==> src/rtl/demux_strobe_arb.sv <==
// Round-robin arbiter and setup/strobe/hold sequencer driving a 74x138-style decoder.
// Define DEMUX_ARB_FIXED_PRI_EN for fixed lowest-index-wins priority instead of round-robin.
module demux_strobe_arb #(
  parameter int unsigned SETUP_CYC  = 1,
  parameter int unsigned STROBE_CYC = 2,
  parameter int unsigned HOLD_CYC   = 1
) (
  input  logic       clk,
  input  logic       reset,
  input  logic [7:0] req,
  output logic [7:0] grant,
  output logic [7:0] ack,
  output logic       busy,
  output logic [2:0] sel_a,
  output logic       sel_g1,
  output logic       sel_g2a,
  output logic       sel_g2b
);

  typedef enum logic [1:0] {
    IDLE   = 2'd0,
    SETUP  = 2'd1,
    STROBE = 2'd2,
    HOLD   = 2'd3
  } state_t;

  localparam logic [3:0] SETUP_LD  = 4'(SETUP_CYC - 1);
  localparam logic [3:0] STROBE_LD = 4'(STROBE_CYC - 1);
  localparam logic [3:0] HOLD_LD   = 4'(HOLD_CYC - 1);

  state_t     state_q, state_d;
  logic [3:0] cnt_q, cnt_d;
  logic [7:0] grant_q, grant_d;
  logic [7:0] ack_q, ack_d;
  logic       busy_q, busy_d;
  logic [2:0] sel_a_q, sel_a_d;
  logic       g1_q, g1_d;
  logic       g2_q, g2_d;

  logic [2:0] win;
  logic       found;

`ifndef DEMUX_ARB_FIXED_PRI_EN
  logic [2:0] p_q, p_d;
  logic [2:0] idx;
`endif

  // Winner selection: search starts at the priority pointer (or at 0 in fixed mode).
  always_comb begin
    win   = '0;
    found = 1'b0;
`ifdef DEMUX_ARB_FIXED_PRI_EN
    for (int unsigned i = 0; i < 8; i++) begin
      if (!found && req[i]) begin
        win   = 3'(i);
        found = 1'b1;
      end
    end
`else
    idx = '0;
    for (int unsigned i = 0; i < 8; i++) begin
      idx = p_q + 3'(i);
      if (!found && req[idx]) begin
        win   = idx;
        found = 1'b1;
      end
    end
`endif
  end

  // State register and registered outputs.
  always_ff @(posedge clk) begin
    if (reset) begin
      state_q <= IDLE;
      cnt_q   <= '0;
      grant_q <= '0;
      ack_q   <= '0;
      busy_q  <= 1'b0;
      sel_a_q <= '0;
      g1_q    <= 1'b0;
      g2_q    <= 1'b1;
`ifndef DEMUX_ARB_FIXED_PRI_EN
      p_q     <= '0;
`endif
    end else begin
      state_q <= state_d;
      cnt_q   <= cnt_d;
      grant_q <= grant_d;
      ack_q   <= ack_d;
      busy_q  <= busy_d;
      sel_a_q <= sel_a_d;
      g1_q    <= g1_d;
      g2_q    <= g2_d;
`ifndef DEMUX_ARB_FIXED_PRI_EN
      p_q     <= p_d;
`endif
    end
  end

  // Next-state and phase counter.
  always_comb begin
    state_d = state_q;
    cnt_d   = cnt_q;
    unique case (state_q)
      IDLE: begin
        if (found) begin
          state_d = SETUP;
          cnt_d   = SETUP_LD;
        end
      end
      SETUP: begin
        if (cnt_q == '0) begin
          state_d = STROBE;
          cnt_d   = STROBE_LD;
        end else begin
          cnt_d = cnt_q - 4'd1;
        end
      end
      STROBE: begin
        if (cnt_q == '0) begin
          state_d = HOLD;
          cnt_d   = HOLD_LD;
        end else begin
          cnt_d = cnt_q - 4'd1;
        end
      end
      HOLD: begin
        if (cnt_q == '0) begin
          state_d = IDLE;
        end else begin
          cnt_d = cnt_q - 4'd1;
        end
      end
      default: begin
        state_d = IDLE;
        cnt_d   = '0;
      end
    endcase
  end

  // Outputs are computed from the upcoming state so they register in step with it;
  // ack fires when the next cycle is the final HOLD cycle.
  always_comb begin
    grant_d = grant_q;
    busy_d  = busy_q;
    sel_a_d = sel_a_q;
`ifndef DEMUX_ARB_FIXED_PRI_EN
    p_d     = p_q;
`endif
    if (state_q == IDLE && state_d == SETUP) begin
      grant_d = 8'b1 << win;
      busy_d  = 1'b1;
      sel_a_d = win;
`ifndef DEMUX_ARB_FIXED_PRI_EN
      p_d     = win + 3'd1;
`endif
    end else if (state_q == HOLD && state_d == IDLE) begin
      grant_d = '0;
      busy_d  = 1'b0;
    end
    g1_d  = (state_d == STROBE);
    g2_d  = ~g1_d;
    ack_d = (state_d == HOLD && cnt_d == '0) ? grant_d : '0;
  end

  assign grant   = grant_q;
  assign ack     = ack_q;
  assign busy    = busy_q;
  assign sel_a   = sel_a_q;
  assign sel_g1  = g1_q;
  assign sel_g2a = g2_q;
  assign sel_g2b = g2_q;

endmodule

==> config.mk <==
export PLATFORM = sky130hd
export DESIGN_NAME = demux_strobe_arb
export DESIGN_NICKNAME = d
export VERILOG_FILES = /design/src/rtl/demux_strobe_arb.sv
export SDC_FILE = /design/constraint.sdc
export NUM_CORES = 1
export LEC_CHECK = 0
export BUFFER_PORTS_ARGS = -buffer_cell sky130_fd_sc_hd__buf_4
export CAP_MARGIN = 20
export CORE_AREA = 2 2 74 76
export DETAILED_ROUTE_END_ITERATION = 10
export DIE_AREA = 0 0 76 78
export GPL_TIMING_DRIVEN = 0
export MAX_ROUTING_LAYER = met4
export PLACE_DENSITY_LB_ADDON = 0.12
export SYNTH_ARGS = -nofsm -noshare
export SYNTH_HDL_FRONTEND = slang
export SYNTH_SLANG_ARGS = --single-unit
==> constraint.sdc <==
create_clock -name clk -period 4.85 [get_ports clk]
set_clock_uncertainty 0.2 [all_clocks]
set_input_delay 0.2425 -clock clk [delete_from_list [all_inputs] [get_ports clk]]
set_output_delay 0.2425 -clock clk [all_outputs]
set_load 0.01 [all_outputs]
Word level (Yosys, flattened, before mapping)
Cells that the tools add are included.
{"block": "op_classes", "n_reduce_logical": 23, "magnitude_cmp": 8, "n_bitwise": 2, "n_addsub": 9, "n_shift": 1, "n_div": 0, "n_eq_ne": 6, "n_mux": 46, "multipliers": 0}
{"cell": "$lt 3x4->1 const B", "count": 8}
{"cell": "$bmux 1 s3", "count": 8}
{"cell": "$mux 3", "count": 8}
{"cell": "$mux 1", "count": 18}
{"cell": "$mux 4", "count": 4}
{"cell": "$mux 8", "count": 2}
{"cell": "$pmux 4 s4", "count": 1}
{"cell": "$add 3x3->3 const B", "count": 4}
{"cell": "$logic_and 1x1->1", "count": 10}
{"cell": "$eq 2x2->1 const B", "count": 4}
{"cell": "$logic_not 4->1", "count": 2}
{"cell": "$mux 2", "count": 4}
{"cell": "$pmux 2 s4", "count": 1}
{"cell": "$shl 1x3->8 const A", "count": 1}
{"cell": "$logic_not 1->1", "count": 7}
{"cell": "$add 3x1->3 const B", "count": 2}
{"cell": "$add 3x2->3 const B", "count": 2}
{"cell": "$eq 2x1->1 const B", "count": 2}
{"cell": "$logic_not 2->1", "count": 2}
{"cell": "$sub 4x1->4 const B", "count": 1}
{"cell": "$not 1->1", "count": 2}
{"cell": "$reduce_bool 2->1", "count": 1}
{"cell": "$reduce_or 2->1", "count": 1}
{"block": "totals", "romBits": 0, "memories": 0, "regBits": 31, "in_bits": 10, "ram_bits": 0, "wordCells": 104, "latch_bits": 0, "out_inout_bits": 23}

Longest topological paths before layout
{"block": "depth", "word_depth": 30, "ltp_mapped": 16, "ltp_nobuf": 14}

Worst setup path before layout
No wires, ideal clock.
{"block": "synth_timing", "path_kind": "register to register", "start": "reg p_q[1]", "end": "reg grant_q[0], in the netlist grant[0]", "required_ps": 4533, "path_slack_ps": 1089, "path_stages_with_launch": 15, "arrival_ps": 3444, "setup_ps": 117, "cell_sequence": "dfxtp_1 -> clkbuf_1 -> inv_1 -> ha_1 -> buf_6 -> mux4_2 -> mux2i_2 -> nand2_2 -> nor2_1 -> or4b_1 -> nand3_2 -> inv_2 -> ha_1 -> and2b_2 -> a32o_1"}
{"block": "synth_via", "word_cells_on_any_way": 62, "classes_between": "add/sub: 7; eq/ne: 1; shift: 1; mux: 36; reduce/logical: 17"}
{"element": "start, declared", "line_no": "44", "source": "logic [2:0] p_q, p_d;"}
{"element": "start signal, assigned", "line_no": "95", "source": "p_q <= p_d;"}
{"element": "parallel branches: the longest is 23 deep, another holds $add 3x1->3"}
{"element": "$mux 3 (*)", "line_no": "63", "source": "if (!found && req[idx]) begin"}
{"element": "via win[1]", "line_no": "40", "source": "logic [2:0] win;"}
{"element": "$shl 1x3->8 (*)", "line_no": "151", "source": "grant_d = 8'b1 << win;"}
{"element": "$mux 8 (*)", "line_no": "150", "source": "if (state_q == IDLE && state_d == SETUP) begin"}
{"element": "end signal, assigned", "line_no": "88", "source": "grant_q <= grant_d;"}
{"element": "end, declared", "line_no": "33", "source": "logic [7:0] grant_q, grant_d;"}
Mark *: on every way through the listed nets, which the timed path passes. The select of a mux whose other input is x is not followed.
A chain may end at the register's enable or synchronous reset.

Final worst setup path
{"block": "layout_timing", "start": "reg p_q[1]", "end": "reg grant_q[7], in the netlist grant[7]"}
Same word-level chain as after synthesis.

==> flow_summary.ini <==
[cts]
cts.sinks = 31
cts_inserted_buffers = 5
clk_pin_slew_ps = 60
cts_tree = done
ctsHoldBuffers = 0
post_cts_resized = 0
cts_max_level = 2
postCtsSetupRepairBufs = 0
clock_latency_ps = 280
root_buffer = clkbuf_8
clockBufferDepth = 2

[grt]
antenna_found_initial = 0
overflow = 0
grt_max_degree = 11
grt_pass1_wl_mm = 8.51
grt_pass1_vias = 1776
grt_usage_pct = 18.2

[timing]
rsz0062_at_grt = false
setup_viol = 0
fin_tns_setup_ps = 0
timing.fmax_ghz = 0.231
min_period_ps = 4320
hold_ws_ps = 120
tightestPinTransition_ps = 908
relSlewSlack_pct = 39.4
hold_viol_final = 0
fin_crit_sh_pct = 89.1
slew_violations = 0

[die]
die_w_um = 76
core_area_um2 = 5040
initial_utilization_pct = 44.6
rows = 26
fp.dieH_um = 78
ios = 33
fp.dieArea_um2 = 5930

[finish]
drive_above_1_share_pct = 29.4
syn2layout_area_growth_pct = 19.8
nNetsFinal = 302
n_antenna_cell = 0
final_area_um2 = 2690

[synthesis]
synthesis.area_um2 = 2250
synth-edff-count = 0
syn_avg_cell_area_um2 = 9.29
ys_seq_area_share_pct = 27.6
ys_ff_latch = 31
async_flop_share_pct = 0
synth_ff_type = dfxtp_1
synth_cell_types = 62
syn_inst = 242
syn_nets = 263
yosysWarnings = 0

[routing]
first_pass_iters = 4
wl_met1_mm = 2.43
wl_met2_mm = 2.16
drt-initial-drc-count = 65
ant_nets = 0
drc = 0
via_per_inst = 5.25
highest-signal-layer = met4
vias = 1849
detail_route.wl_per_cell_um = 13.8
met3_length_um = 223
wirelength_mm = 4.87

[pwr]
swShare_pct = 43.8
seq_power_share_pct = 20.6
switchingPower_mw = 0.754
combinationalPowerShare_pct = 64.3
clkPwrFrac_pct = 15.2
internal_power_mw = 0.968
ir_worst_vdd_mv = 0.335
power_leakage_nw = 1.13
cellPowerDensity_nw_per_um2 = 639

[worst_setup_path]
critPathLaunchType = flip-flop
crit_fanout = 9
cp.arrival_ps = 4280
worstSetupPathType = reg2reg
required_ps = 4810
ff2ff_setup_slack_ps = 530
reg2reg_to = grant[7]$_SDFF_PP0_
critPathCaptureType = flip-flop
r2r_start = p_q[1]$_SDFFE_PP0N_
critPathLaunch = p_q[1]$_SDFFE_PP0N_
ff2ff_path_depth = 16

[hold_path]
min_to = sel_a[1]$_SDFFE_PP0N_
hp-class = in2reg
hold_depth = 3
holdCritStartpoint = reset

[place]
placed_area_um2 = 2580
hpwlAfterDp_mm = 3.75
io_buffer_count = 32
finalWeightedCongestion = 0.891

[job]
drv_cap = 0

[run_status]
status = finished clean
==> per-layer routing <==
| metal | global-route usage (%) | vias up |
|---|---|---|
| met2 | 27.9 | 38 |
| li1 | - | 950 |
| met1 | 23.9 | 853 |
| met3 | 3.84 | 8 |
| met4 | 6.36 | 0 |
| met5 | - | - |
==> cell usage after synthesis, types with 5 or more instances <==
cell type,number,area (um^2)
dfxtp_1,31,621
nor2_1,28,105
nand2_1,23,86.3
a21oi_1,15,75.1
inv_1,12,45.0
ha_1,11,138
mux2i_1,9,90.1
o21ai_0,9,45.0
a32o_1,7,70.1
and2_1,6,37.5
nand3_1,6,30.0
and2b_2,5,43.8
mux4_2,5,113
==> how the worst max path moves through the flow <==
stage / to / slack [ps] / cells after the start
global route: grant[7]$_SDFF_PP0_ / 290 / 16
global placement: grant[7]$_SDFF_PP0_ / 560 / 16
detailed placement: grant[7]$_SDFF_PP0_ / 600 / 16
finish: grant[7]$_SDFF_PP0_ / 530 / 16
floorplan: grant[0]$_SDFF_PP0_ / 1090 / 14
CTS: grant[7]$_SDFF_PP0_ / 560 / 16
==> state kept, by name, summed over array words and instances (netlist names) <==
signal   cells
busy         1
grant        8
sel_g1       1
state_q      2
sel_a        3
sel_g2a      1
ack          8
p_q          3
cnt_q        4
==> stage by stage <==
step	cells	power (mW)	worst slack [ps]	utilization, %
final	352	1.72	529	53.4
after global routing	352	1.89	286	53.4
after CTS	352	1.73	558	53.4
after detailed placement	344	1.47	597	51.1
after global placement	344	1.46	564	51.1
after floorplan	242	1.21	1090	-
==> cell usage in the layout (no fill, tap or decap), drive strengths merged, types with 2 or more instances in the layout <==
master  synthesis  layout
nor3            5       5
ha             11      11
nor3b           5       5
buf             4      36
or4b            2       2
and2b           5       5
o21ai          10      10
nand2b          4       4
mux4            9       9
mux2            2       2
nand2          24      24
dfxtp          31      31
o22ai           2       2
or2             2       2
xnor2           5       5
nand3           7       7
a32o            7       7
mux2i          11      11
nor2b           3       3
nor2           28      28
clkbuf          7      13
a21oi          16      16
inv            14      14
and2            7       7
a211oi          3       3
xor2            2       2
==> power by group through the flow <==
stage | combinational (mW) | clock (mW) | sequential (mW)
5_1_grt | 1.25 | 0.281 | 0.365
4_1_cts | 1.11 | 0.268 | 0.355
3_3_place_gp | 1.10 | 0 | 0.360
3_5_place_dp | 1.10 | 0 | 0.361
6_report | 1.11 | 0.261 | 0.355
2_1_floorplan | 0.844 | 0 | 0.371
==> layout make-up <==
cell class              instances  area [um^2]
flip-flops and latches         31          621
multi-input cells             186         1470
inverters                      14         57.6
fillers                       482         2350
clock inverters                 2         35.0
repair buffers                 32          240
well taps                      70         87.6
clock buffers                   6         82.6
plain buffers                  11         97.6
==> critical path: stages, from the launching register on <==
cell and delay [ps]:
dfxtp_1 330, clkbuf_1 410, inv_1 190, ha_1 320
buf_6 150, mux2i_1 200, mux4_2 520, a32o_1 350
and2b_2 260, a21oi_1 130, nor2_1 70, nor2_1 270
inv_1 110, ha_1 220, ha_1 200, a21oi_1 190
nor2_1 60
==> kinds of logic after synthesis <==
logic type               after synthesis  synth area share, %
XOR/XNOR                               7                 3.06
flip-flops                            31                 27.6
AO/OA/AOI/OAI                         51                 16.8
adder cells (fa/ha/maj)               11                 6.12
multiplexers                          22                 16.3
buffers and inverters                 25                 6.90
AND/OR/NAND/NOR                       95                 23.2
No activity file was read; power rests on OpenSTA's default activity.
